[src/rtl/turn_controller_pkg.sv]
// Shared definitions for the memory-game turn controller.
// State encoding, sizing constants and the player-advance rule.
package turn_controller_pkg;

    localparam int MAX_PLAYERS       = 4;
    localparam int NUM_CARDS         = 16;
    localparam int REVEAL_CYCLES_DEF = 50_000_000;
    localparam int PW                = $clog2(MAX_PLAYERS);
    localparam int CW                = $clog2(NUM_CARDS);

    typedef enum logic [2:0] {
        IDLE,
        WAIT_SEL,
        REQ,
        CHECK,
        SHOW,
        NEXT,
        OVER
    } state_t;

    // N=0 still means two players; an out-of-range player wraps to 0.
    function automatic logic [PW-1:0] next_player(
        input logic [PW-1:0] cur,
        input logic [1:0]    n
    );
        logic [1:0] w_last;
        w_last = (n == 2'd0) ? 2'd1 : n;
        if (cur >= w_last) begin
            return '0;
        end
        return cur + PW'(1);
    endfunction

endpackage

[src/rtl/turn_controller_reveal_timer.sv]
// Down-counter timing how long a flipped card stays on display.
// Load with the period minus one; done pulses on the last enabled cycle.
module reveal_timer #(
    parameter int CNT_W = 26
) (
    input  logic             clk,
    input  logic             rst_n,
    input  logic             i_clr,
    input  logic             i_load,
    input  logic [CNT_W-1:0] i_load_val,
    input  logic             i_en,
    output logic             o_done
);

    logic [CNT_W-1:0] r_cnt;

    always_ff @(posedge clk or negedge rst_n) begin
        if (!rst_n) begin
            r_cnt <= '0;
        end else if (i_clr) begin
            r_cnt <= '0;
        end else if (i_load) begin
            r_cnt <= i_load_val;
        end else if (i_en && (r_cnt != '0)) begin
            r_cnt <= r_cnt - CNT_W'(1);
        end
    end

    assign o_done = i_en && (r_cnt == '0);

endmodule

[src/rtl/turn_controller.sv]
// Turn sequencing for a multi-player memory card game.
// Drives check requests, reveal timing, player rotation and win latch.
module turn_controller
    import turn_controller_pkg::*;
#(
    parameter int REVEAL_CYCLES = REVEAL_CYCLES_DEF,
    parameter int CNT_W         = 26
) (
    input  logic                 clk,
    input  logic                 rst,
    input  logic                 new_game,
    input  logic [1:0]           N,
    input  logic                 sel_valid,
    input  logic [CW-1:0]        card_sel,
    input  logic                 go,
    input  logic                 W,
    output logic                 A,
    output logic [CW-1:0]        position_data,
    output logic                 statecombo_next_turn,
    output logic [PW-1:0]        cur_player,
    output logic                 reveal,
    output logic [NUM_CARDS-1:0] face_up,
    output logic                 flip_err,
    output logic                 game_over,
    output logic [PW-1:0]        winner
);

    state_t                r_state;
    logic                  r_a;
    logic [CW-1:0]         r_pos;
    logic                  r_next_turn;
    logic [PW-1:0]         r_cur;
    logic                  r_reveal;
    logic [NUM_CARDS-1:0]  r_face;
    logic                  r_flip_err;
    logic                  r_over;
    logic [PW-1:0]         r_winner;
    logic                  r_hit;
    logic                  r_win;

    logic                  w_load;
    logic                  w_en;
    logic                  w_done;

    assign w_load = (r_state == CHECK) && !new_game;
    assign w_en   = (r_state == SHOW) && !new_game;

    reveal_timer #(
        .CNT_W(CNT_W)
    ) u_timer (
        .clk       (clk),
        .rst_n     (rst),
        .i_clr     (new_game),
        .i_load    (w_load),
        .i_load_val(CNT_W'(REVEAL_CYCLES - 1)),
        .i_en      (w_en),
        .o_done    (w_done)
    );

    always_ff @(posedge clk or negedge rst) begin
        if (!rst) begin
            r_state     <= IDLE;
            r_a         <= 1'b0;
            r_pos       <= '0;
            r_next_turn <= 1'b0;
            r_cur       <= '0;
            r_reveal    <= 1'b0;
            r_face      <= '0;
            r_flip_err  <= 1'b0;
            r_over      <= 1'b0;
            r_winner    <= '0;
            r_hit       <= 1'b0;
            r_win       <= 1'b0;
        end else begin
            r_a         <= 1'b0;
            r_next_turn <= 1'b0;
            r_flip_err  <= 1'b0;
            if (new_game) begin
                r_state  <= WAIT_SEL;
                r_pos    <= '0;
                r_cur    <= '0;
                r_reveal <= 1'b0;
                r_face   <= '0;
                r_over   <= 1'b0;
                r_winner <= '0;
                r_hit    <= 1'b0;
                r_win    <= 1'b0;
            end else begin
                unique case (r_state)
                    IDLE: begin
                        r_state <= WAIT_SEL;
                    end
                    WAIT_SEL: begin
                        if (sel_valid) begin
                            if (r_face[card_sel]) begin
                                r_flip_err <= 1'b1;
                            end else begin
                                r_pos            <= card_sel;
                                r_face[card_sel] <= 1'b1;
                                r_a              <= 1'b1;
                                r_state          <= REQ;
                            end
                        end
                    end
                    REQ: begin
                        r_state <= CHECK;
                    end
                    CHECK: begin
                        r_hit    <= go;
                        r_win    <= W;
                        r_reveal <= 1'b1;
                        r_state  <= SHOW;
                    end
                    SHOW: begin
                        if (w_done) begin
                            r_reveal <= 1'b0;
                            if (r_win) begin
                                r_over   <= 1'b1;
                                r_winner <= r_cur;
                                r_state  <= OVER;
                            end else if (r_hit) begin
                                r_state <= WAIT_SEL;
                            end else begin
                                r_next_turn <= 1'b1;
                                r_state     <= NEXT;
                            end
                        end
                    end
                    NEXT: begin
                        r_cur   <= next_player(r_cur, N);
                        r_face  <= '0;
                        r_state <= WAIT_SEL;
                    end
                    OVER: begin
                        r_state <= OVER;
                    end
                    default: begin
                        r_state <= IDLE;
                    end
                endcase
            end
        end
    end

    assign A                    = r_a;
    assign position_data        = r_pos;
    assign statecombo_next_turn = r_next_turn;
    assign cur_player           = r_cur;
    assign reveal               = r_reveal;
    assign face_up              = r_face;
    assign flip_err             = r_flip_err;
    assign game_over            = r_over;
    assign winner               = r_winner;

endmodule

[config.mk]
export PLATFORM = sky130hd
export DESIGN_NAME = turn_controller
export DESIGN_NICKNAME = d
export VERILOG_FILES = /design/src/rtl/turn_controller_pkg.sv /design/src/rtl/turn_controller_reveal_timer.sv /design/src/rtl/turn_controller.sv
export SDC_FILE = /design/constraint.sdc
export NUM_CORES = 1
export LEC_CHECK = 0
export CAP_MARGIN = 25
export CORE_MARGIN = 3
export CORE_UTILIZATION = 52
export CTS_CLUSTER_DIAMETER = 120
export DETAILED_ROUTE_END_ITERATION = 10
export GPL_ROUTABILITY_DRIVEN = 0
export PLACE_DENSITY = 0.73
export SLEW_MARGIN = 0
export SYNTH_ARGS = -nofsm -noshare
export SYNTH_HDL_FRONTEND = slang
export SYNTH_SLANG_ARGS = --single-unit
export TNS_END_PERCENT = 50
[constraint.sdc]
create_clock -name clk -period 5.9 [get_ports clk]
set_input_delay 0.59 -clock clk [delete_from_list [all_inputs] [get_ports clk]]
set_output_delay 0.59 -clock clk [all_outputs]
set_load 0.005 [all_outputs]
Yosys cells after proc, flatten, opt, wreduce, memory -nomap -nowiden
Cells that the tools add are included.
W data, S select, Z words.
Cells by class
  add/subtract/negate cells: 2
  magnitude comparators: 3
  eq/ne operators: 10
  mux-type cells: 58
  bitwise gates (word level): 1
  reductions and logical operators: 26
Operators by type and width (number)
  $mux W26: 3
  $mux W16: 3
  $pmux W16 S2: 1
  $mux W1: 28
  $logic_not A26 Y1: 1
  $reduce_bool A26 Y1: 1
  $sub A26 B1 Y26 const B: 1
  $mux W2: 9
  $mux W3: 6
  $pmux W3 S6: 1
  $mux W4: 4
  $or A16 B16 Y16: 1
  $reduce_bool A2 Y1: 7
  $reduce_and A3 Y1: 4
  $eq A3 B3 Y1 const B: 3
  $reduce_bool A3 Y1: 3
  $eq A3 B2 Y1 const B: 2
  $ne A3 B3 Y1 const B: 2
  $logic_and A1 B1 Y1: 5
  $lt A4 B5 Y1 const B: 1
  $bmux W1 S4: 1
  $demux W1 S4: 1
  $ge A4 B1 Y1 const B: 1
  $eq A3 B1 Y1 const B: 1
  other kinds (10): 10
Word-level totals
  bits in registers: 60
  input port bits: 12
  output and inout port bits: 29
  logic and storage cells: 113

Logic depth before layout (Yosys ltp)
  depth after elaboration: 9
  gate-level depth with buffers: 8
  mapped depth without buffers: 7

Cells and area by module
A second synthesis with hierarchy kept.
Unflattened totals
  cells, all modules: 366
  area total of the unflattened synthesis: 3499.6 um^2
Modules (own cells, without submodules)
  turn_controller: times used 1, cells an instance 174, area an instance 1774.2 um^2
  reveal_timer: times used 1, cells an instance 192, area an instance 1725.4 um^2

Least setup slack after synthesis
Ideal clock, no wire load.
  path type: input to register
  start point: input port card_sel[3]
  end point: register r_pos[1] (netlist: position_data[1])
  arrival: 2104 ps
  slack: 3674 ps
  stages: 7
  buffers on the path: 2
  cell sequence: clkbuf_1 -> buf_2 -> mux2i_1 -> a22oi_1 -> a21oi_1 -> o21bai_1 -> a32o_1
Between the ends
  word-level cells in the longest chain between the ends: 4
Ends and longest elaborated chain
  start: declaration: line turn_controller.sv:14  | input logic [CW-1:0] card_sel,
  $bmux W1 S4: line turn_controller.sv:95  | if (r_face[card_sel]) begin
  $mux W1 (not written as such): line turn_controller.sv:95
  $ne A2 B2 Y1 (no line)
  $reduce_and A3 Y1 (no line)
  end signal: assignment: line turn_controller.sv:98  | r_pos <= card_sel;
  end: declaration: line turn_controller.sv:30  | logic [CW-1:0] r_pos;
Every way passes these cells. The select of a mux whose other input is x is not followed.
A chain may end at the register's enable or synchronous reset.

Final worst setup path
  start point: input port new_game
  end point: register u_timer.r_cnt[10]
Between the ends
  word-level cells in the longest chain between the ends: 4
Ends and longest elaborated chain
  start: declaration: line turn_controller.sv:11  | input logic new_game,
  $logic_not A1 Y1: line turn_controller.sv:45, turn_controller.sv:46
  $logic_and A1 B1 Y1 (on tied branches): line turn_controller.sv:45, turn_controller.sv:46
  $mux W26 / $logic_and A1 B1 Y1 (equally long branches): line turn_controller_reveal_timer.sv:22, turn_controller_reveal_timer.sv:24
  $mux W26 / $reduce_bool A3 Y1 (equally long branches)
  end signal: assignment: line turn_controller_reveal_timer.sv:23  | r_cnt <= i_load_val;
  end signal: assignment: line turn_controller_reveal_timer.sv:25  | r_cnt <= r_cnt - CNT_W'(1);
  end: declaration: line turn_controller_reveal_timer.sv:15  | logic [CNT_W-1:0] r_cnt;
Parallel ways exist; a longest one is shown, timed or not.

==> results.md <==
* CP max stage delay at 660 ps
* Avg Inst Size Synth at roughly 9.5 µm²
* Most frequent cells in the layout: 60 x dfrtp_1, 40 x nand2_1, 39 x clkdlybuf4s50_1
* Setup bufs post-CTS at 0
* Post-Synthesis Net Count at 365
* Cell Rows at 28
* Pre-CTS setup slack at 2280 ps
* Worst reg2reg path endpoint: u_timer.r_cnt[1]$_DFFE_PN0P_
* Worst vdd ir at 0.181 mV
* Initial Util at 0.550
* Via count at 2961
* DRC at 0
* Max Cap Viol at 0
* Hold WS at roughly 400 ps
* Buf/Inv on CP at 3
* CTS buffer count at 9
* Clock skew at approximately 7 ps
* Final hold viol count at 0
* Crit path depth at 7
* Final ANT Viol Nets at 0
* Post-synth EDFFs at 0
* IO Pins at 41
* Status: completed
* Main synth FF type: dfrtp_1
* Critical Path Start Type: input pin
* Crit end category: flop
* Core Box Area at 0.00606 mm²
* Port Buffers at 40
* Layout cells sized above 1 at 0.0881
* First-pass iteration count of the detailed router at 6
* Overall Global Routing Usage at 0.238
* Setup violations, final at 0
* Worst slew pin tran at around 890 ps
* Min Tclk post-route at 3300 ps
* Die height at about 86 µm
* WP data arrival at between 3000 and 4000 ps
* Root Driver: clkbuf_8
* Area grow syn2layout at 17.7%
* LEAKAGE at around 1.7 nW
* Vias in the first global route at 2841
* Largest cells by area after synthesis: dfrtp_1 45%, nand2_1 4.5%, mux2i_1 3.6%, o21ai_0 3.5%, o31ai_1 2.5%
* Ant diodes at 0
* Crit Path Class: input pin to flop
* Critical register-to-register path startpoint: u_timer.r_cnt[15]$_DFFE_PN0P_
* Die X at ~86 µm
* P per Cell Area at between 200 and 300 mW/mm²
* Worst path top cell family by delay: simple AND/OR/NAND/NOR gates
* Post-synth ARST share at 1.00
* Adder-cell share of the synthesized area at 0.0113
* Post-Place Cell Area at approximately 0.0037 mm²
* Post-route cell area at 0.00393 mm²
* Post-synth top area cell: dfrtp_1
* Simple-gate portion of the synthesized area at 0.242
* Synth warnings at 0
* Wire length per cell at 17.8 µm
* Clk slew on worst S/H paths at 60 ps
* DR vias/cell at 6.42
* CP max-delay cell: nand2_1
* Share of the synthesized area in the top cell type at 0.450
* HPWL Detailed at about 5500 µm
* Final setup TNS at 0 ps
* Total clock sinks at 60
* CTS hold repair buffers at 0
* Rel. slew slack at 0.404
* Slew Viols, Final at 0
* Largest net degree at the start of global routing at between 60 and 70
* TritonCTS clock tree: yes
* Synth Register Bits at 60
* Initial antenna violation count at 0
* Fin util at 0.648
* FF-to-FF path depth at 5
* Fmax at 0.303 GHz
* First-pass GRT wire length at around 14000 µm
* Main combinational cell family by area after synthesis: simple AND/OR/NAND/NOR gates
* Area share of xor/xnor cells in the synthesized design at 0.0105
* Critical Path RT at 6160 ps
* Initial DRC count at 234
* DIE AREA at 0.00741 mm²
* Total wire length at 8210 µm
* H-tree Lvls at 3
* Post-synthesis mux area share at 0.0428
* Mapped cell area at about 0.0033 mm²
* Commonest non-fill, non-tap cell in the layout: dfrtp_1
* Worst hold path type: input pin to async pin
* Synth cell types at 62
* CP max FO at 25
* Post-CTS resize count at 0
* R2R setup slack at ~2800 ps
* CP cell instances: clkdlybuf4s50_1, buf_4, inv_1, nand2_1, or3_2, or4_1, a21oi_1
* GRT overflow at 0
* Nets at between 300 and 400
* Synth Instances at 350
* Final period util at 0.559
* Skew-Pair Late Insertion Delay at between 300 and 400 ps
* Buffer depth of the longest clock path at 2
* Setup slack after layout at approximately 2600 ps
* Compound-Gate Fraction of Synth Area at 0.195
* RSZ-0062 raised after global routing: no
* Register area share after synthesis at 0.450
[cells in the mapped netlist, drive strengths merged, types with 4 or more instances]
cell type / number
a32o: 5
o31ai: 11
inv: 10
mux2i: 12
nand3: 12
a31oi: 6
o211ai: 9
buf: 10
or3: 7
nor2: 19
o21ai: 23
and3: 5
o311ai: 5
a211oi: 5
or4: 9
nand4: 7
clkbuf: 12
nor3: 5
a22oi: 4
nand2: 40
dfrtp: 60
nor4: 11
nor3b: 4
a21oi: 15
nor2b: 5
[stage by stage]
stage / std cells / total power, mW
final: 461 / 1.13
after global placement: 445 / 0.737
after global routing: 461 / 1.19
after CTS: 461 / 1.14
after detailed placement: 446 / 0.746
after floorplan: 350 / 0.677
[worst max-delay path by stage]
stage | startpoint | to | slack (ps)
3_5_place_dp | new_game | u_timer.r_cnt[10]$_DFFE_PN0P_ | 2280
6_report | new_game | u_timer.r_cnt[10]$_DFFE_PN0P_ | 2600
4_1_cts | new_game | u_timer.r_cnt[10]$_DFFE_PN0P_ | 2650
5_1_grt | new_game | u_timer.r_cnt[10]$_DFFE_PN0P_ | 2380
3_3_place_gp | new_game | u_timer.r_cnt[10]$_DFFE_PN0P_ | 2420
2_1_floorplan | card_sel[3] | position_data[1]$_DFFE_PN0P_ | 3670
[final cells by class]
type                       count  area [µm²]
clock buffer                  14         173
multi-input combinational    258        1670
timing repair buffer          43         418
inverter                      10        37.5
clock inverter                 1        30.0
sequential                    60        1500
tap                           75        93.8
fill                         523        2130
[cell families after synthesis]
family	Yosys count
multiplexers	13
buffers and inverters	32
AO/OA/AOI/OAI	96
flip-flops	60
adder cells (fa/ha/maj)	3
XOR/XNOR	4
AND/OR/NAND/NOR	142
[where the power goes]
group,switching (mW),internal [mW]
Combinational,0.182,0.102
Sequential,0.0275,0.432
Clock,0.160,0.228
Total,0.369,0.762
[flip-flops by register name, indices dropped and copies added, names as in the netlist, 2 cells and up]
signal	flops
r_state	3
winner	2
cur_player	2
position_data	4
face_up	16
u_timer.r_cnt	26
[metal layers]
metal | track usage | up-vias | routed length, µm
li1 | - | 1383 | -
met4 | 0.0676 | 0 | 95
met1 | 0.328 | 1444 | 3790
met3 | 0.0624 | 14 | 525
met2 | 0.372 | 120 | 3800
met5 | 0 | - | 0
[worst register-to-register path, cell delays in order, from the launching register on]
cell and delay, ps:
dfrtp_1 400, nor4_1 690, nor2b_1 490, and4_1 880, nor2_2 200, o311a_1 340
(Power assumes the default switching activity.)
